File: config.mk
export PLATFORM = sky130hd
export DESIGN_NAME = ifu_fetch
export DESIGN_NICKNAME = d
export VERILOG_FILES = /design/src/rtl/ifu_fetch.sv
export SDC_FILE = /design/constraint.sdc
export NUM_CORES = 1
export LEC_CHECK = 0
export CORE_AREA = 2 2 108 110
export CTS_BUF_LIST = sky130_fd_sc_hd__clkbuf_16
export DETAILED_ROUTE_END_ITERATION = 8
export DIE_AREA = 0 0 110 112
export GPL_TIMING_DRIVEN = 0
export PLACE_DENSITY = 0.87
export SLEW_MARGIN = 10
export SYNTH_ARGS = -nofsm -noshare
export SYNTH_HDL_FRONTEND = slang
export SYNTH_SLANG_ARGS = --single-unit
File: constraint.sdc
create_clock -name clk -period 6.9 [get_ports clk]
set_input_delay 0.69 -clock clk [delete_from_list [all_inputs] [get_ports clk]]
set_output_delay 0.69 -clock clk [all_outputs]
set_load 0.05 [all_outputs]
File: src/rtl/ifu_fetch.sv
// rtl/ifu_fetch.sv - instruction fetch stage: owns the PC, fetches one word per
// instruction over a valid/ready port and hands it to decode until execute commits.
module ifu_fetch #(
    parameter int              XLEN     = 32,
    parameter logic [XLEN-1:0] RESET_PC = 32'h8000_0000
) (
    input  logic            clk,
    input  logic            rst,
    output logic            imem_req_valid,
    input  logic            imem_req_ready,
    output logic [XLEN-1:0] imem_req_addr,
    input  logic            imem_rsp_valid,
    input  logic [31:0]     imem_rsp_data,
    output logic            inst_valid,
    input  logic            inst_ready,
    output logic [31:0]     inst,
    output logic [XLEN-1:0] pc,
    input  logic            commit_valid,
    input  logic [1:0]      pc_src,
    input  logic [XLEN-1:0] imm,
    input  logic [XLEN-1:0] alu_result
);

    typedef enum logic [1:0] {
        S_REQ  = 2'd0,
        S_WAIT = 2'd1,
        S_HOLD = 2'd2,
        S_EXEC = 2'd3
    } state_e;

    localparam logic [XLEN-1:0] PC_STEP  = XLEN'(4);
    localparam logic [XLEN-1:0] BIT0_CLR = ~XLEN'(1);

    state_e          state_q, state_d;
    logic [XLEN-1:0] pc_q, pc_d;
    logic [31:0]     inst_q, inst_d;
    logic [XLEN-1:0] next_pc;

    always_ff @(posedge clk) begin
        if (rst) begin
            state_q <= S_REQ;
            pc_q    <= RESET_PC;
            inst_q  <= 32'd0;
        end else begin
            state_q <= state_d;
            pc_q    <= pc_d;
            inst_q  <= inst_d;
        end
    end

    // pc_src 11 is reserved and falls back to sequential flow.
    always_comb begin
        next_pc = pc_q + PC_STEP;
        case (pc_src)
            2'b01:   next_pc = pc_q + imm;
            2'b10:   next_pc = alu_result & BIT0_CLR;
            default: next_pc = pc_q + PC_STEP;
        endcase
    end

    always_comb begin
        state_d = state_q;
        pc_d    = pc_q;
        inst_d  = inst_q;
        case (state_q)
            S_REQ: begin
                if (imem_req_ready) begin
                    state_d = S_WAIT;
                end
            end
            S_WAIT: begin
                if (imem_rsp_valid) begin
                    inst_d  = imem_rsp_data;
                    state_d = S_HOLD;
                end
            end
            S_HOLD: begin
                if (inst_ready) begin
                    state_d = S_EXEC;
                end
            end
            S_EXEC: begin
                if (commit_valid) begin
                    pc_d    = next_pc;
                    state_d = S_REQ;
                end
            end
            default: state_d = S_REQ;
        endcase
    end

    // Request is held off while rst is high so nothing escapes during reset.
    assign imem_req_valid = (state_q == S_REQ) && !rst;
    assign imem_req_addr  = pc_q;
    assign inst_valid     = (state_q == S_HOLD) && !rst;
    assign inst           = inst_q;
    assign pc             = pc_q;

endmodule

==> results of run 1 <==
## cell type report
type | count | share of cell area [%]
clock buffer | 9 | 2.87
timing repair buffer | 200 | 25.5
multi-input combinational | 584 | 45.4
sequential | 66 | 16.8
buffer | 74 | 5.30
inverter | 20 | 0.955
clock inverter | 7 | 0.860
tap | 143 | 2.28
## placed cells by master (no fill, tap or decap), types with 7 or more instances in the layout
| master | n |
|---|---|
| nor2_1 | 49 |
| a21o_1 | 15 |
| buf_2 | 8 |
| clkbuf_1 | 29 |
| nor3_1 | 12 |
| clkdlybuf4s50_1 | 200 |
| ha_1 | 39 |
| and3_1 | 11 |
| dfxtp_1 | 66 |
| nand4_1 | 10 |
| buf_4 | 32 |
| a221oi_1 | 18 |
| xor2_1 | 12 |
| nand3_1 | 18 |
| a31oi_1 | 11 |
| a21oi_1 | 101 |
| inv_1 | 19 |
| o21ai_0 | 36 |
| xnor2_1 | 19 |
| nand2_1 | 127 |
| a2111oi_0 | 7 |
| a22oi_1 | 7 |
| o211ai_1 | 7 |
| clkbuf_16 | 9 |
## stage by stage
stage,util [%],setup slack (ns),cell area [sq um],cells
floorplan,-,4.16,5380,744
global placement,67.7,3.17,7560,1087
detailed placement,67.7,3.16,7560,1087
finish,70.3,3.09,7860,1103
CTS,70.3,3.11,7860,1103
global route,70.3,3.03,7860,1103
## worst max path at each step
stage | startpoint | endpoint | slack [ns] | cells after the start
2_1_floorplan | imem_req_addr[2] | imem_req_addr[26] | 4.16 | 10
3_3_place_gp | rst | inst_valid | 3.17 | 5
3_5_place_dp | rst | inst_valid | 3.16 | 5
4_1_cts | rst | inst_valid | 3.11 | 5
5_1_grt | rst | inst_valid | 3.03 | 5
6_report | rst | inst_valid | 3.09 | 5
## routing by layer
metal  global-route usage [%]  share of wire [%]  wire [um]
met1                     41.7                 40       7760
met3                     5.50                 11       2030
met4                     11.4                2.5        473
met5                        0                  0          0
met2                     48.1                 47       8960
## report_power, final
| group | switching (mW) | internal [mW] | leakage [nW] |
|---|---|---|---|
| clock | 0.177 | 0.278 | 0.139 |
| sequential | 0.0360 | 0.421 | 0.534 |
| combinational | 0.399 | 0.241 | 2.37 |
## cell families (layout without fill, tap and decap cells)
family	Yosys count	in the layout
AND/OR/NAND/NOR	265	265
AO/OA/AOI/OAI	246	246
buffers and inverters	94	310
flip-flops	66	66
adder cells (fa/ha/maj)	40	40
XOR/XNOR	31	31
multiplexers	2	2
## worst max-delay path, cell delays in order
cell	delay, ns
clkdlybuf4s50_1	0.60
clkbuf_1	0.56
buf_1	0.45
nor2_1	0.08
clkdlybuf4s50_1	0.73
## sequential cells by signal (all words and copies together) (netlist names)
name	flops
imem_req_addr	32
inst	32
state_q	2
==> results.toml, run 1 <==
[cells_and_area]
nNetsFinal = 1099
fillCellCount = 917
area_growth_pct = 45.9
drive_gt1_share_pct = 7.19
regArea_sq_um = 1320
antenna_cells = 0
multiInputGateArea_sq_um = 3570

[floorplanning]
die_w_um = 110
row_count = 39
core-area_sq_um = 11200
io_pins = 202
die_y_um = 112
dieArea_sq_um = 12300
initial_core_util_pct = 48.2

[clock_tree]
insertion_delay_ns = 0.33
cts_setup_buffers = 0
clk_pin_slew_worst_paths_ns = 0.06
cts_made_buffers = 9
cts_hold_buffers = 0
post_cts_resized = 0
cts_root_buf = "clkbuf_16"
clock_sinks = 66
clk_path_buf_depth = 2
h-tree-depth = 3
cts_tree = "yes"

[detailed_routing]
ant_nets = 0
vias = 6458
drt_iter0_drc = 794
via_per_inst = 5.85
drc = 0
routed_wl_um = 19200
first_pass_iters = 5
wire_per_inst_um = 17.4

[critical_path]
cp.required_ns = 6.21
crit_path_max_fanout = 10
r2r_start = "imem_req_addr[4]"
worstRegToRegCells = 9
ff2ff_setup_slack_ns = 3.71
r2r-end = "imem_req_addr[31]"
crit_path_end_kind = "output port"
critPathKind = "in2out"
critPathArrivalTime_ns = 3.12
cp-start-kind = "primary input"

[synthesis]
synth_xor_area_share_pct = 5.04
synth_area_leaders = "dfxtp_1 (25%), a21oi_1 (9.4%), ha_1 (9.1%)"
synth_compound_gate_area_share_pct = 28.5
synth_flop_cell = "dfxtp_1"
synthMuxAreaShare_pct = 0.372
synth_top_area_share_pct = 24.5
synth_top_family_by_area = "compound AO/OA/AOI/OAI gates"
syn_avg_cell_area_sq_um = 7.24
synthCells = 744
synth_top_area_cell = "dfxtp_1"
synth_edf_count = 0
synth_fa_ha_area_share_pct = 9.44
synth_async_sr_flop_share_pct = 0
netlist_area_sq_um = 5380
synth-warning-count = 0
syn-num-nets = 888
yosysSeqAreaShare_pct = 24.5
yosys.area_share.simple_pct = 22.9
synthMostInstantiatedCell = "nand2_1"
ys_top_cells_by_count = "nand2_1 (127), a21oi_1 (101), dfxtp_1 (66), nor2_1 (49), ha_1 (39)"
synth-seq-cells = 66
synth.distinct_cells = 61

[place]
dp_hpwl_um = 14500
io_buffer_count = 200
gp_congestion = 0.961

[hold_path]
hp-start = "inst[11]"
hold_path_end = "inst[11]"
hp-class = "reg2reg"
hold_path_depth = 2

[sta]
setup_viol_count_final = 0
tns_ns = 0
drv_slew = 0
tightestPinTransition_ns = 0.725
fin_crit_sh_pct = 55.2
relSlewSlack_pct = 51.7
fin_skew_ns = 0.00780
fin_crit_ns = 3.81
holdWs_ns = 0.452
final_hold_viol_count = 0
max_freq_mhz = 263
rsz0062_at_grt = "false"

[global_routing]
grt_pass1_wl_um = 29800
antenna_found_initial = 0
grt.overflow.total = 0
grt_max_degree = 13
first_global_vias = 5965
grt_use_total_pct = 30.7

[power]
power.leakage_nw = 3.04
totalPowerFinal_mw = 1.55
vdd_drop_max_mv = 0.184
power_density_nw_per_um2 = 198

[outcome]
status = "completed"

[job]
cap_violations = 0
Note: power is estimated with default switching activity, not from simulation.
==> run 2: changes to the inputs <==
- CORE_AREA: 2 2 108 110 -> 2 2 112 114
- DIE_AREA: 0 0 110 112 -> 0 0 114 116
- PLACE_DENSITY: 0.87 -> 0.81
- clock period: 6.9 -> 3.58 ns (I/O delays scaled with it)
==> run 2 against run 1 <==
Compared with the run above: first-iteration DRC count fell by 14%; register-to-register slack worse by 3.3 ns; hold slack about the same; setup slack lost 2.6 ns; wire length increased by 2.0%; combinational power rose by 92%; clock skew about the same; sequential share of layout area decreased by 0.11 points; via count barely moved; critical endpoint is now imem_req_addr[31].
==> results.toml, run 2 (synthesis gave the netlist of run 1 again) <==
[outcome]
status = "completed"

[cells_and_area]
stdcell_area_sq_um = 7910
fillCellCount = 1041
antenna_cells = 0
utilization_pct = 66.4
layout.cells.non_filler = 1107
final_cell_mix = "clkdlybuf4s50_1 (200), nand2_1 (127), a21oi_1 (101), dfxtp_1 (66), nor2_1 (49)"
mostFrequentLayoutCell = "clkdlybuf4s50_1"
area_growth_pct = 46.9
drive_gt1_share_pct = 7.19
nNetsFinal = 1099

[hold_path]
hold_path_end = "inst[8]"
hp-start = "inst[8]"
hold_path_depth = 2
hp-class = "reg2reg"

[sta]
drv_slew = 0
tns_ns = 0
rsz0062_at_grt = "false"
fin_skew_ns = 0.00730
setup_viol_count_final = 0
relSlewSlack_pct = 48.6
layout_setup_ws_ns = 0.458
fin_crit_sh_pct = 87.2
final_hold_viol_count = 0
holdWs_ns = 0.452
fin_crit_ns = 3.12
tightestPinTransition_ns = 0.771
max_freq_mhz = 320

[critical_path]
crit_path_max_fanout = 8
worstRegToRegCells = 9
crit_path_end_kind = "flop"
critical_path.cell_chain = "ha_1 > a211oi_1 > o211ai_1 > o211ai_1 > a21boi_0 > a31oi_1 > o21ai_0 > a221oi_1 > a21oi_1"
r2r_start = "imem_req_addr[4]"
max_stage_delay_ns = 0.55
critPathKind = "reg2reg"
cp-start-kind = "flop"
cpMaxStageDelayCell = "dfxtp_1"
critPathArrivalTime_ns = 3.33
startpoint = "imem_req_addr[4]"
ff2ff_setup_slack_ns = 0.46
cp.required_ns = 3.79
crit_top_cell = "o211ai_1"
r2r-end = "imem_req_addr[31]"

[floorplanning]
core-area_sq_um = 11900
dieArea_sq_um = 13200
io_pins = 202
row_count = 40
die_w_um = 114
initial_core_util_pct = 45.2
die_y_um = 116

[detailed_routing]
drc = 0
wire_per_inst_um = 17.7
drt_iter0_drc = 684
routed_wl_um = 19600
first_pass_iters = 7
vias = 6464
ant_nets = 0
via_per_inst = 5.84

[global_routing]
grt_max_degree = 13
antenna_found_initial = 0
grt_use_total_pct = 28.5
grt_use_met2_pct = 46.8
grt.overflow.total = 0
grt_pass1_wl_um = 30200
busiest_layer = "met2"
first_global_vias = 5900
use_met3_pct = 4.24
gr-usage-met1_pct = 39.0

[clock_tree]
clk_path_buf_depth = 2
clk_pin_slew_worst_paths_ns = 0.06
clock_sinks = 66
post_cts_resized = 0
cts_setup_buffers = 0
cts_tree = "yes"
cts_hold_buffers = 0
insertion_delay_ns = 0.33
cts_root_buf = "clkbuf_16"
cts_made_buffers = 9
h-tree-depth = 3

[place]
gp_congestion = 0.904
place_area_sq_um = 7570
io_buffer_count = 200
dp_cells = 1091
dp_hpwl_um = 14700
place_ws_ns = 0.282

[power]
p_int_mw = 1.96
power_density_nw_per_um2 = 397
vdd_drop_max_mv = 0.288
seq_power_share_pct = 28.1
combPwrFrac_pct = 39.1
p_clk_share_pct = 32.7
power.leakage_nw = 3.07
sw_frac_of_total_pct = 37.7
totalPowerFinal_mw = 3.14
p_switching_mw = 1.18

[job]
cap_violations = 0
==> run 2: changes by cell type in the layout (fill, tap and decap cells not counted) <==
cell	previous run	this run
clkinv_4	0	1
clkinvlp_4	2	0
clkinv_2	2	1
bufinv_16	1	3
==> run 2: critical path: cells and delay by family (launching register included) <==
kind                       cells  cell delay (ns)
AOI/OAI and AO/OA              8             2.08
DFF                            1             0.55
adders and majority gates      1             0.36
==> run 2: metal layers <==
layer  vias up  part of all wire (%)
met4         0                   2.2
met1      2951                    41
li1       3093                     -
met3        47                   9.5
met2       373                    47
met5         -                     0
==> run 2: how the worst max path moves through the flow <==
stage | slack (ns) | cells after the start | end
after global routing | 0.21 | 9 | imem_req_addr[31]
after detailed placement | 0.28 | 10 | imem_req_addr[31]
after global placement | 0.28 | 10 | imem_req_addr[31]
final | 0.46 | 9 | imem_req_addr[31]
after floorplan | 0.84 | 10 | imem_req_addr[26]
after CTS | 0.48 | 9 | imem_req_addr[31]
==> run 2: power groups by stage <==
stage | clock, mW | sequential, mW | combinational, mW
global placement | 0 | 0.893 | 1.20
global route | 1.05 | 0.894 | 1.31
CTS | 1.02 | 0.883 | 1.22
detailed placement | 0 | 0.898 | 1.21
floorplan | 0 | 1.11 | 0.560
finish | 1.03 | 0.884 | 1.23
==> run 2: area by class of cell <==
cell class | count | area [sq um] | share of cell area, %
multi-input combinational | 584 | 3570 | 45.1
timing repair buffer | 200 | 2000 | 25.3
sequential | 66 | 1320 | 16.7
buffer | 74 | 417 | 5.27
clock buffer | 9 | 225 | 2.85
tap | 147 | 184 | 2.32
clock inverter | 7 | 116 | 1.47
inverter | 20 | 75.1 | 0.949
